[config.mk]
export PLATFORM = sky130hd
export DESIGN_NAME = can_bsp_fd
export DESIGN_NICKNAME = d
export VERILOG_FILES = /design/src/rtl/can_bsp_pkg.sv /design/src/rtl/can_stuff_track.sv /design/src/rtl/can_bsp_fd.sv
export SDC_FILE = /design/constraint.sdc
export NUM_CORES = 1
export LEC_CHECK = 0
export BUFFER_PORTS_ARGS = -buffer_cell sky130_fd_sc_hd__buf_2
export CORE_UTILIZATION = 59
export CTS_BUF_LIST = sky130_fd_sc_hd__clkbuf_2
export DETAILED_ROUTE_END_ITERATION = 12
export PLACE_DENSITY = 0.78
export SKIP_LAST_GASP = 1
export SLEW_MARGIN = 20
export SYNTH_ARGS = -nofsm -noshare
export SYNTH_HDL_FRONTEND = slang
export SYNTH_HIERARCHICAL = 1
export SYNTH_SLANG_ARGS = --single-unit
[constraint.sdc]
create_clock -name clk -period 3.1 [get_ports clk]
set_input_delay 0.155 -clock clk [delete_from_list [all_inputs] [get_ports clk]]
set_output_delay 0.155 -clock clk [all_outputs]
set_load 0.02 [all_outputs]
[src/rtl/can_bsp_pkg.sv]
// Shared definitions for the CAN / CAN FD bit-stream processor: stuff mode
// encodings and default stuffing parameters.
package can_bsp_pkg;
  typedef enum logic [1:0] {
    MODE_OFF   = 2'b00,
    MODE_DYN   = 2'b01,
    MODE_FIXED = 2'b10
  } stuff_mode_e;

  localparam int DEF_STUFF_LEN = 5;
  localparam int DEF_FIXED_INT = 4;
  localparam int RUN_W         = 4;
endpackage

[src/rtl/can_stuff_track.sv]
// Stuff-position tracker shared by the TX and RX paths: run length, fixed
// interval counter and last bit on the bus.
module can_stuff_track
  import can_bsp_pkg::*;
#(
  parameter int STUFF_LEN = DEF_STUFF_LEN,
  parameter int FIXED_INT = DEF_FIXED_INT
) (
  input  logic       clk,
  input  logic       rst,
  input  logic       clr,
  input  logic       strobe,
  input  logic [1:0] mode,
  input  logic       bit_in,
  output logic       stuff_pos,
  output logic       dyn_stuff,
  output logic       last_bit
);
  logic [RUN_W-1:0] run_q, run_d, run_e;
  logic [RUN_W-1:0] fix_q, fix_d, fix_e;
  logic             last_q, last_d;
  logic             was_fix_q, was_fix_d;
  logic             is_dyn, is_fix;

  always_comb begin
    is_dyn    = (mode == MODE_DYN);
    is_fix    = (mode == MODE_FIXED);
    // frame_start clears before the coincident strobe is evaluated
    run_e     = clr ? '0 : run_q;
    fix_e     = (clr || (is_fix && !was_fix_q)) ? '0 : fix_q;
    dyn_stuff = is_dyn && (run_e == RUN_W'(STUFF_LEN));
    stuff_pos = dyn_stuff || (is_fix && (fix_e == RUN_W'(FIXED_INT)));
    run_d     = run_e;
    fix_d     = clr ? '0 : fix_q;
    last_d    = last_q;
    was_fix_d = was_fix_q;
    if (strobe) begin
      last_d    = bit_in;
      was_fix_d = is_fix;
      // run length only advances in dynamic mode, so it is retained across modes
      if (is_dyn)
        run_d = (dyn_stuff || run_e == '0 || bit_in != last_q) ? RUN_W'(1) : run_e + RUN_W'(1);
      if (is_fix)
        fix_d = stuff_pos ? '0 : fix_e + RUN_W'(1);
    end
  end

  always_ff @(posedge clk) begin
    if (rst) begin
      run_q     <= '0;
      fix_q     <= '0;
      last_q    <= 1'b1;
      was_fix_q <= 1'b0;
    end else begin
      run_q     <= run_d;
      fix_q     <= fix_d;
      last_q    <= last_d;
      was_fix_q <= was_fix_d;
    end
  end

  assign last_bit = last_q;
endmodule

[src/rtl/can_bsp_fd.sv]
// CAN / CAN FD bit-stream processor: dynamic and fixed bit stuffing on TX,
// destuffing with stuff/bit error detection on RX.
module can_bsp_fd
  import can_bsp_pkg::*;
#(
  parameter int STUFF_LEN = DEF_STUFF_LEN,
  parameter int FIXED_INT = DEF_FIXED_INT,
  parameter int SCNT_W    = 3
) (
  input  logic              clk,
  input  logic              rst,
  input  logic              sample_point,
  input  logic              tx_point,
  input  logic              frame_start,
  input  logic [1:0]        stuff_mode,
  input  logic              tx_data_in,
  input  logic              tx_active,
  input  logic              rx_in,
  output logic              tx_out,
  output logic              tx_stall,
  output logic              rx_stall,
  output logic              rx_data_out,
  output logic              rx_valid,
  output logic              stuff_err,
  output logic              bit_err,
  output logic [SCNT_W-1:0] tx_stuff_cnt,
  output logic [SCNT_W-1:0] rx_stuff_cnt
);
  logic tx_stuff, tx_dyn, tx_last, tx_bit;
  logic rx_stuff, rx_dyn, rx_last;
  logic tx_out_q, tx_out_d, tx_stall_q, tx_stall_d;
  logic rx_stall_q, rx_stall_d, rx_data_q, rx_data_d, rx_valid_q, rx_valid_d;
  logic stuff_err_q, stuff_err_d, bit_err_q, bit_err_d;
  logic [SCNT_W-1:0] tx_cnt_q, tx_cnt_d, rx_cnt_q, rx_cnt_d;

  assign tx_bit = tx_stuff ? ~tx_last : tx_data_in;

  can_stuff_track #(.STUFF_LEN(STUFF_LEN), .FIXED_INT(FIXED_INT)) u_tx_trk (
    .clk(clk), .rst(rst), .clr(frame_start), .strobe(tx_point), .mode(stuff_mode),
    .bit_in(tx_bit), .stuff_pos(tx_stuff), .dyn_stuff(tx_dyn), .last_bit(tx_last)
  );

  can_stuff_track #(.STUFF_LEN(STUFF_LEN), .FIXED_INT(FIXED_INT)) u_rx_trk (
    .clk(clk), .rst(rst), .clr(frame_start), .strobe(sample_point), .mode(stuff_mode),
    .bit_in(rx_in), .stuff_pos(rx_stuff), .dyn_stuff(rx_dyn), .last_bit(rx_last)
  );

  always_comb begin
    tx_out_d    = tx_out_q;
    tx_stall_d  = tx_stall_q;
    rx_stall_d  = rx_stall_q;
    rx_data_d   = rx_data_q;
    rx_valid_d  = 1'b0;
    stuff_err_d = 1'b0;
    bit_err_d   = 1'b0;
    tx_cnt_d    = frame_start ? '0 : tx_cnt_q;
    rx_cnt_d    = frame_start ? '0 : rx_cnt_q;
    if (tx_point) begin
      tx_out_d   = tx_bit;
      tx_stall_d = tx_stuff;
      if (tx_dyn) tx_cnt_d = tx_cnt_d + SCNT_W'(1);
    end
    if (sample_point) begin
      rx_stall_d = rx_stuff;
      // compare against the level currently driven, not the one about to launch
      bit_err_d  = tx_active && (rx_in != tx_out_q);
      if (rx_stuff) begin
        stuff_err_d = (rx_in == rx_last);
        if (rx_dyn) rx_cnt_d = rx_cnt_d + SCNT_W'(1);
      end else begin
        rx_data_d  = rx_in;
        rx_valid_d = 1'b1;
      end
    end
  end

  always_ff @(posedge clk) begin
    if (rst) begin
      tx_out_q    <= 1'b1;
      tx_stall_q  <= 1'b0;
      rx_stall_q  <= 1'b0;
      rx_data_q   <= 1'b0;
      rx_valid_q  <= 1'b0;
      stuff_err_q <= 1'b0;
      bit_err_q   <= 1'b0;
      tx_cnt_q    <= '0;
      rx_cnt_q    <= '0;
    end else begin
      tx_out_q    <= tx_out_d;
      tx_stall_q  <= tx_stall_d;
      rx_stall_q  <= rx_stall_d;
      rx_data_q   <= rx_data_d;
      rx_valid_q  <= rx_valid_d;
      stuff_err_q <= stuff_err_d;
      bit_err_q   <= bit_err_d;
      tx_cnt_q    <= tx_cnt_d;
      rx_cnt_q    <= rx_cnt_d;
    end
  end

  assign tx_out       = tx_out_q;
  assign tx_stall     = tx_stall_q;
  assign rx_stall     = rx_stall_q;
  assign rx_data_out  = rx_data_q;
  assign rx_valid     = rx_valid_q;
  assign stuff_err    = stuff_err_q;
  assign bit_err      = bit_err_q;
  assign tx_stuff_cnt = tx_cnt_q;
  assign rx_stuff_cnt = rx_cnt_q;
endmodule

Word-level counts from Yosys, hierarchy flattened
Cells that the tools add are included.
{"block": "word_totals", "latchBits": 0, "inputBits": 10, "mem_count": 0, "wordCells": 84, "output_inout_bits": 13, "register_bits": 32, "romBits": 0, "ram_bits": 0}
{"block": "op_classes", "div_mod_pow": 0, "n_reduce_logical": 22, "addsub": 6, "mul": 0, "order_cmp": 0, "shift": 0, "n_bitwise": 3, "mux": 27, "n_eq_ne": 10}
{"cell": "two-way mux 4 bit", "count": 18}
{"cell": "two-way mux 3 bit", "count": 7}
{"cell": "adder 4 x 1 -> 4 bit, second input constant", "count": 4}
{"cell": "equality test 4 x 3 -> 1 bit, second input constant", "count": 4}
{"cell": "logical NOT 4 bit", "count": 2}
{"cell": "logical OR 1 bit", "count": 8}
{"cell": "logical AND 1 bit", "count": 7}
{"cell": "adder 3 x 1 -> 3 bit, second input constant", "count": 2}
{"cell": "inequality test 1 bit", "count": 3}
{"cell": "inverter 1 bit", "count": 3}
{"cell": "OR reduction 3 bit", "count": 1}
{"cell": "equality test 2 x 1 -> 1 bit, second input constant", "count": 1}
{"cell": "equality test 2 bit, second input constant", "count": 1}
{"cell": "logical NOT 1 bit", "count": 2}
{"cell": "two-way mux 1 bit", "count": 2}
{"cell": "AND reduction 2 bit", "count": 1}
{"cell": "OR reduction 2 bit", "count": 1}
{"cell": "equality test 1 bit", "count": 1}

Longest topological paths before layout
Gate-level depths: netlist of the first run.
{"block": "logic_depth", "word_depth": 13, "ltp_mapped": 11, "mapped_depth_nobuf": 11}

Hierarchy
The synthesis of the first run kept the hierarchy.
{"module": "can_stuff_track", "area_each_um2": 620.6, "cells_per_inst": 71, "seq_area_each_um2": 200.2, "instances": 2}
{"module": "can_bsp_fd", "area_each_um2": 551.8, "cells_per_inst": 57, "seq_area_each_um2": 260.2, "instances": 1}

Worst setup path after synthesis of the first run
OpenSTA, ideal clock, no wires.
{"block": "synth_timing", "path_type": "reg2reg", "startpoint": "register u_tx_trk.run_q[0]", "endpoint": "register u_tx_trk.run_q[0]", "setup_time_ps": 127, "period_less_slack_ps": 2366, "path_stages_with_launch": 11, "t_arrival_ps": 2239, "required_ps": 2973, "path_slack_ps": 734, "n_path_buf": 0, "cell_sequence": "dfxtp_1 nand2b_1 inv_1 ha_1 or3b_4 nor3b_4 a21o_1 mux2i_1 xnor2_1 nand2_1 o41a_2"}
{"block": "synth_between", "elab_chain_cells": 10, "word_cells_on_any_way": 13, "cone_classes": "1 x add/sub; 2 x eq/ne; 5 x mux; 5 x reduce/logical"}
{"item": "start: declaration", "line": "can_stuff_track.sv:19", "text": "logic [RUN_W-1:0] run_q, run_d, run_e;"}
{"item": "start signal: assignment", "line": "can_stuff_track.sv:55", "text": "run_q <= run_d;"}
{"item": "two-way mux 4 bit", "line": "can_stuff_track.sv:29", "text": "run_e = clr ? '0 : run_q;"}
{"item": "equality test 4 x 3 -> 1 bit", "line": "can_stuff_track.sv:31", "text": "dyn_stuff = is_dyn && (run_e == RUN_W'(STUFF_LEN));"}
{"item": "logical AND 1 bit", "line": "can_stuff_track.sv:31"}
{"item": "net tx_dyn", "line": "can_bsp_fd.sv:29", "text": "logic tx_stuff, tx_dyn, tx_last, tx_bit;"}
{"item": "logical OR 1 bit", "line": "can_stuff_track.sv:32", "text": "stuff_pos = dyn_stuff || (is_fix && (fix_e == RUN_W'(FIXED_INT)));"}
{"item": "net tx_stuff", "line": "can_bsp_fd.sv:29"}
{"item": "two-way mux 1 bit", "line": "can_bsp_fd.sv:36", "text": "assign tx_bit = tx_stuff ? ~tx_last : tx_data_in;"}
{"item": "net tx_bit", "line": "can_bsp_fd.sv:29"}
{"item": "inequality test 1 bit", "line": "can_stuff_track.sv:42", "text": "run_d = (dyn_stuff || run_e == '0 || bit_in != last_q) ? RUN_W'(1) : run_e + RUN_W'(1);"}
{"item": "logical OR 1 bit", "line": "can_stuff_track.sv:42"}
{"item": "two-way mux 4 bit", "line": "can_stuff_track.sv:42"}
{"item": "two-way mux 4 bit", "line": "can_stuff_track.sv:41", "text": "if (is_dyn)"}
{"item": "two-way mux 4 bit", "line": "can_stuff_track.sv:37", "text": "if (strobe) begin"}
The timed path passes the listed nets, and every way through them passes these cells.
A chain may end at the register's enable or synchronous reset.

Worst setup path after layout of the first run
{"block": "layout_timing", "startpoint": "input frame_start", "endpoint": "register u_tx_trk.run_q[0]"}
{"block": "layout_between", "word_cells_on_any_way": 17, "cone_classes": "1 x add/sub; 3 x eq/ne; 6 x mux; 7 x reduce/logical"}
{"item": "start: declaration", "line": "can_bsp_fd.sv:14", "text": "input logic frame_start,"}
{"item": "two-way mux 4 bit", "line": "can_stuff_track.sv:29"}
{"item": "equality test 4 x 3 -> 1 bit", "line": "can_stuff_track.sv:31"}
{"item": "logical AND 1 bit", "line": "can_stuff_track.sv:31"}
{"item": "net tx_dyn", "line": "can_bsp_fd.sv:29"}
{"item": "logical OR 1 bit", "line": "can_stuff_track.sv:32"}
{"item": "net tx_stuff", "line": "can_bsp_fd.sv:29"}
{"item": "two-way mux 1 bit", "line": "can_bsp_fd.sv:36"}
{"item": "net tx_bit", "line": "can_bsp_fd.sv:29"}
{"item": "inequality test 1 bit", "line": "can_stuff_track.sv:42"}
{"item": "logical OR 1 bit", "line": "can_stuff_track.sv:42"}
{"item": "two-way mux 4 bit", "line": "can_stuff_track.sv:42"}
{"item": "two-way mux 4 bit", "line": "can_stuff_track.sv:41"}
{"item": "two-way mux 4 bit", "line": "can_stuff_track.sv:37"}
The timed path passes the listed nets, and every way through them passes these cells.

==> metrics.md, run 1 <==
| Metric | Value |
|---|---|
| Final worst slack | 269 ps |
| Area contributors post-synth | dfxtp_1 37%, ha_1 8.4%, xnor2_1 3.9%, inv_1 3.3%, nand2_1 3.1% |
| Crit end category | flop |
| Max Slew Vio Count | 0 |
| Req. time, crit path | 3370 ps |
| Layout cells sized above 1 | 0.179 |
| CTS-repair resized insts | 0 |
| First-pass GRT wire length | 6.15 mm |
| Largest net degree at the start of global routing | 33 |
| Final Skew | 20.1 ps |
| Power Dens Cells | 392 nW/um^2 |
| GPL Wtd Cong | 0.910 |
| DR pass1 iterations | 8 |
| FMAX | 353 MHz |
| Clock Latency Late Sink | 380 ps |
| Synth Instances | 199 |
| Clock sinks | 33 |
| Simple-Gate Fraction of Synth Area | 0.272 |
| Worst vdd ir | 0.253 mV |
| Violated checks | DRC |
| Relative slew margins | 0.627 |
| #FFs+latches synth | 33 |
| PortBufs | 22 |
| Hold WS | 67.1 ps |
| Clock root buffer | clkbuf_2 |
| Top cell type's share of synthesized area | 0.368 |
| Bufs on Longest Clock Path | 2 |
| Via count | 1500 |
| Leak | 0.885 nW |
| Fin area | 2020 um^2 |
| Asr flop ratio synth | 0 |
| Slew of the pin with the lowest slew margin | 559 ps |
| CP peak stage delay | 520 ps |
| Remaining Overflow, GRT | 0 |
| Pre-CTS setup slack | 430 ps |
| DR iter-0 viols | 77 |
| Top FF cell, synth | dfxtp_1 |
| Mux contribution to synthesized area | 0.0223 |
| Chip Width | 57.1 um |
| Initial antenna violation count | 0 |
| ANT nets after route | 0 |
| DRC viols | 2 |
| Post-detail-place hpwl | 2.55 mm |
| Ys Warns | 6 |
| Crit path DAT | 3100 ps |
| Vias in the first global route | 1428 |
| Critical Path Source Type | input port |
| Die height | 57.1 um |
| Total track usage | 0.245 |
| Synthesis-to-finish area growth | 12.6% |
| Crit-path cells | dlygate4sd3_1 > buf_2 > nand2b_1 > inv_1 > ha_1 > or3b_4 > nor3b_4 > a21o_1 > mux2i_1 > xnor2_1 > nand2_1 > o41a_2 |
| H-tree levels | 2 |
| Count of final setup violators | 0 |
| Synth Area in Adders | 0.0837 |
| RSZ-0062 raised after global routing | no |
| Final non-filler cell total | 260 |
| Main combinational cell family by area after synthesis | simple AND/OR/NAND/NOR gates |
| Num CTS Buffers | 5 |
| Hold Violations, Final | 0 |
| Die Area | 3260 um^2 |
| Yosys cell types | 38 |
| Fin crit share | 0.913 |
| Initial core utilization | 0.634 |
| Final net count | 250 |
| Seq/Total Area, Yosys | 0.368 |
| Commonest cells in the netlist | 33 x dfxtp_1, 16 x inv_1, 15 x nand2_1, 15 x nor2_1, 12 x ha_1 |
| Via/cell ratio | 5.77 |
| Syn_area_per_cell | 9.01 um^2 |
| Status | finished, violations left |
| Placement Rows | 19 |
| Net Count, Synth | 221 |
| Placed cell count | 251 |
| Xor-xnor portion of the synthesized cell area | 0.0684 |
| Synth Area in Compound Gates | 0.144 |
| Antenna diodes | 0 |
| Final worst path period need | 2830 ps |
| Number of synthesized flops with an enable pin | 0 |
| Core box area | 2830 um^2 |
| Mean routed wirelength per cell | 13.3 um |
| Crit-path slowest cell | dlygate4sd3_1 |
| CP Class | in -> reg |
| Most common cell in the synthesized netlist | dfxtp_1 |
| IO Count | 23 |
| Routed Wire Length | 3.47 mm |
| Reg clk slew, reported paths | 180 ps |
| Worst Path Max Fanout | 6 |
| Syn Std Cell Area | 1790 um^2 |
| Max-cap violations | 0 |
| Final TNS setup | 0 ps |
| Top cell type by total area after synthesis | dfxtp_1 |
| TritonCTS clock tree | built |
| DP Area | 1940 um^2 |
| Hold crit path type | in -> reg |
-- power breakdown --
| part | internal (W) | switching [W] |
|---|---|---|
| Combinational | 0.0000286 | 0.0000434 |
| Sequential | 0.000432 | 0.00000485 |
| Clock | 0.000138 | 0.000144 |
-- layout make-up --
cell class,instances,area [um^2]
inverters,16,60.1
multi-input cells,147,1060
clock inverters,2,33.8
well taps,31,38.8
fillers,215,811
repair buffers,25,135
clock buffers,6,30.0
flip-flops and latches,33,661
-- flip-flops by register name, indices dropped and copies added (netlist names), 3 cells and up --
register        cells
u_tx_trk/run_q      4
tx_stuff_cnt        3
u_rx_trk/fix_q      4
u_tx_trk/fix_q      4
u_rx_trk/run_q      4
rx_stuff_cnt        3
-- cells in the final DEF, fill, tap and decap left out, types with 3 or more instances in the layout --
cell type / instances
buf_2: 22
xnor2_1: 8
nor2b_1: 7
a21oi_1: 10
inv_1: 16
nor3b_1: 3
nor3_1: 9
nand3_1: 5
nand2b_1: 9
nor2_1: 15
nand2_1: 15
ha_1: 12
dfxtp_1: 33
mux2i_1: 4
xor2_1: 6
a22o_1: 4
nand3b_1: 4
clkbuf_2: 6
-- worst paths after layout --
kind                                                    from                        endpoint  slack, ps  cells after the start
worst min register to register         rx_stall$_SDFFE_PP0P_           rx_stall$_SDFFE_PP0P_        490                      2
worst max register to register  u_tx_trk/run_q[0]$_SDFF_PP0_    u_tx_trk/run_q[0]$_SDFF_PP0_        470                     10
worst min-delay path                                   rx_in  u_rx_trk/last_bit$_SDFFE_PP1P_         70                      2
worst max-delay path                             frame_start    u_tx_trk/run_q[0]$_SDFF_PP0_        270                     12
-- logic make-up after synthesis --
| kind of cell | after synthesis |
|---|---|
| fa+ha+maj | 12 |
| mux | 4 |
| simple gates | 82 |
| buf+inv | 19 |
| compound gates | 35 |
| flops | 33 |
| xor+xnor | 14 |
-- stage by stage --
| stage | utilization | power, W |
|---|---|---|
| 2_1_floorplan | - | 0.000487 |
| 3_3_place_gp | 0.687 | 0.000515 |
| 3_5_place_dp | 0.687 | 0.000517 |
| 4_1_cts | 0.713 | 0.000798 |
| 5_1_grt | 0.713 | 0.000821 |
| 6_report | 0.713 | 0.000791 |
-- worst max-delay path: cells and delay by family --
kind	cells	cell delay (ps)
XOR/XNOR	1	190
adder cells (fa/ha/maj)	1	150
buffers and inverters	3	780
multiplexers	1	320
AO/OA/AOI/OAI	2	510
AND/OR/NAND/NOR	4	970
-- layer usage --
metal / part of all wire / vias up / global-route usage
li1: - / 751 / -
met1: 0.47 / 713 / 0.299
met2: 0.47 / 29 / 0.415
met3: 0.036 / 7 / 0.0612
met4: 0.015 / 0 / 0.0941
met5: 0 / - / 0
-- timing repair --
action,4_1_cts,5_1_grt
hold buffers,1,0
setup buffers,0,0
hold endpoints to repair,1,0
Note: power is estimated with default switching activity, not from simulation.
==> run 2, diff against run 1 <==
CORE_UTILIZATION = 25   (was 59)
CTS_BUF_LIST = sky130_fd_sc_hd__clkbuf_4 sky130_fd_sc_hd__clkbuf_8 sky130_fd_sc_hd__clkbuf_16   (was sky130_fd_sc_hd__clkbuf_2)
PLACE_DENSITY = 0.38   (was 0.78)
==> metrics.md, run 2 (synthesis results as in run 1) <==
| Metric | Value |
|---|---|
| Tot Pwr | 0.000849 W |
| Initial antenna violation count | 0 |
| Routed Wire Length | 4.00 mm |
| Post-detail-place hpwl | 2.82 mm |
| Placement Rows | 30 |
| Via/cell ratio | 4.41 |
| Leading cell type in the layout, fill and taps excluded | dfxtp_1 |
| ANT nets after route | 0 |
| DR pass1 iterations | 4 |
| Mean routed wirelength per cell | 12.4 um |
| Die Area | 7510 um^2 |
| Vias in the first global route | 1427 |
| Max Slew Vio Count | 0 |
| Final TNS setup | 0 ps |
| Final Skew | 4.54 ps |
| RSZ-0062 raised after global routing | no |
| Slew of the pin with the lowest slew margin | 601 ps |
| Hold WS | 149 ps |
| Relative slew margins | 0.599 |
| Largest delay share family, worst path | simple AND/OR/NAND/NOR gates |
| Hold crit path type | in -> reg |
| FMAX | 402 MHz |
| # Post-CTS Setup Buffers | 0 |
| Final net count | 249 |
| Bufs on Longest Clock Path | 2 |
| DR iter-0 viols | 51 |
| PortBufs | 22 |
| Antenna diodes | 0 |
| Chip Width | 86.7 um |
| IO Count | 23 |
| Power Dens Cells | 401 nW/um^2 |
| TritonCTS clock tree | built |
| First-pass GRT wire length | 6.86 mm |
| Synthesis-to-finish area growth | 18.0% |
| Layout cells sized above 1 | 0.181 |
| H-tree levels | 2 |
| Reg clk slew, reported paths | 70 ps |
| Leak | 0.888 nW |
| Core box area | 6870 um^2 |
| GPL Wtd Cong | 0.764 |
| Worst Path Max Fanout | 5 |
| Via count | 1426 |
| Clock root buffer | clkbuf_8 |
| Num CTS Buffers | 5 |
| CP Class | reg -> reg |
| Worst vdd ir | 0.179 mV |
| CTS-repair resized insts | 0 |
| Hold Violations, Final | 0 |
| Critical Path Source Type | flop |
| Initial core utilization | 0.261 |
| Die height | 86.7 um |
| Crit path DAT | 2660 ps |
| Req. time, crit path | 3270 ps |
| CP peak stage delay | 400 ps |
| Largest net degree at the start of global routing | 33 |
| Final worst path period need | 2490 ps |
| Crit end category | flop |
| Clock Latency Late Sink | 290 ps |
| Total track usage | 0.119 |
| Status | finished, final reports clean |
| Reg-to-reg slack, setup | 610 ps |
| Remaining Overflow, GRT | 0 |
| Buf/Inv on CP | 1 |
| Cts hold-fix bufs | 0 |
| Fin crit share | 0.802 |
| Crit-path slowest cell | or3b_4 |
| Crit-path cells | nand2b_1 > inv_1 > ha_1 > or3b_4 > nor3b_4 > a21o_1 > mux2i_1 > xnor2_1 > nand2_1 > o41a_2 |
| Count of final setup violators | 0 |
| Clock sinks | 33 |
| Layout Utilization | 0.308 |
| DRC viols | 0 |
| Max-cap violations | 0 |
| Most frequent cells in the layout | 33 x dfxtp_1, 22 x buf_2, 16 x inv_1, 15 x nor2_1, 15 x nand2_1 |
## run 2: report_power, final
group	internal (W)	switching (W)
Sequential	0.000432	0.00000469
Combinational	0.0000269	0.0000450
Clock	0.000185	0.000156
Total	0.000643	0.000206
## run 2: layer usage
metal  up-vias  GRT usage  wire length [um]
li1        747          -                 -
met1       650      0.154              2000
met2        23      0.190              1800
met3         6     0.0314               131
met4         0     0.0455                64
met5         -          0                 0
## run 2: area by class of cell
| class | instances | area [um^2] |
|---|---|---|
| Multi-Input combinational cell | 147 | 1060 |
| Inverter | 16 | 60.1 |
| Timing Repair Buffer | 24 | 125 |
| Fill cell | 743 | 4750 |
| Sequential cell | 33 | 661 |
| Clock buffer | 7 | 90.1 |
| Tap cell | 96 | 120 |
## run 2: metrics by stage
step	area [um^2]	setup slack, ps	instances
after floorplan	1790	734	199
after global placement	2030	390	316
after detailed placement	2030	345	316
after CTS	2120	586	323
after global routing	2120	388	323
final	2120	614	323
## run 2: worst reg2reg max path: cells and delay by family, from the launching register on
| kind | cells | cell delay [ps] |
|---|---|---|
| AND/OR/NAND/NOR | 4 | 790 |
| buffers and inverters | 1 | 120 |
| XOR/XNOR | 1 | 190 |
| multiplexers | 1 | 310 |
| flip-flops | 1 | 310 |
| adder cells (fa/ha/maj) | 1 | 140 |
| AO/OA/AOI/OAI | 2 | 500 |
## run 2: worst paths after layout
check,cells after the start,startpoint,end
worst min register to register,2,rx_stall$_SDFFE_PP0P_,rx_stall$_SDFFE_PP0P_
worst max register to register,10,u_tx_trk/run_q[0]$_SDFF_PP0_,u_tx_trk/run_q[0]$_SDFF_PP0_
worst max-delay path,10,u_tx_trk/run_q[0]$_SDFF_PP0_,u_tx_trk/run_q[0]$_SDFF_PP0_
worst min-delay path,2,tx_active,bit_err$_SDFF_PP0_
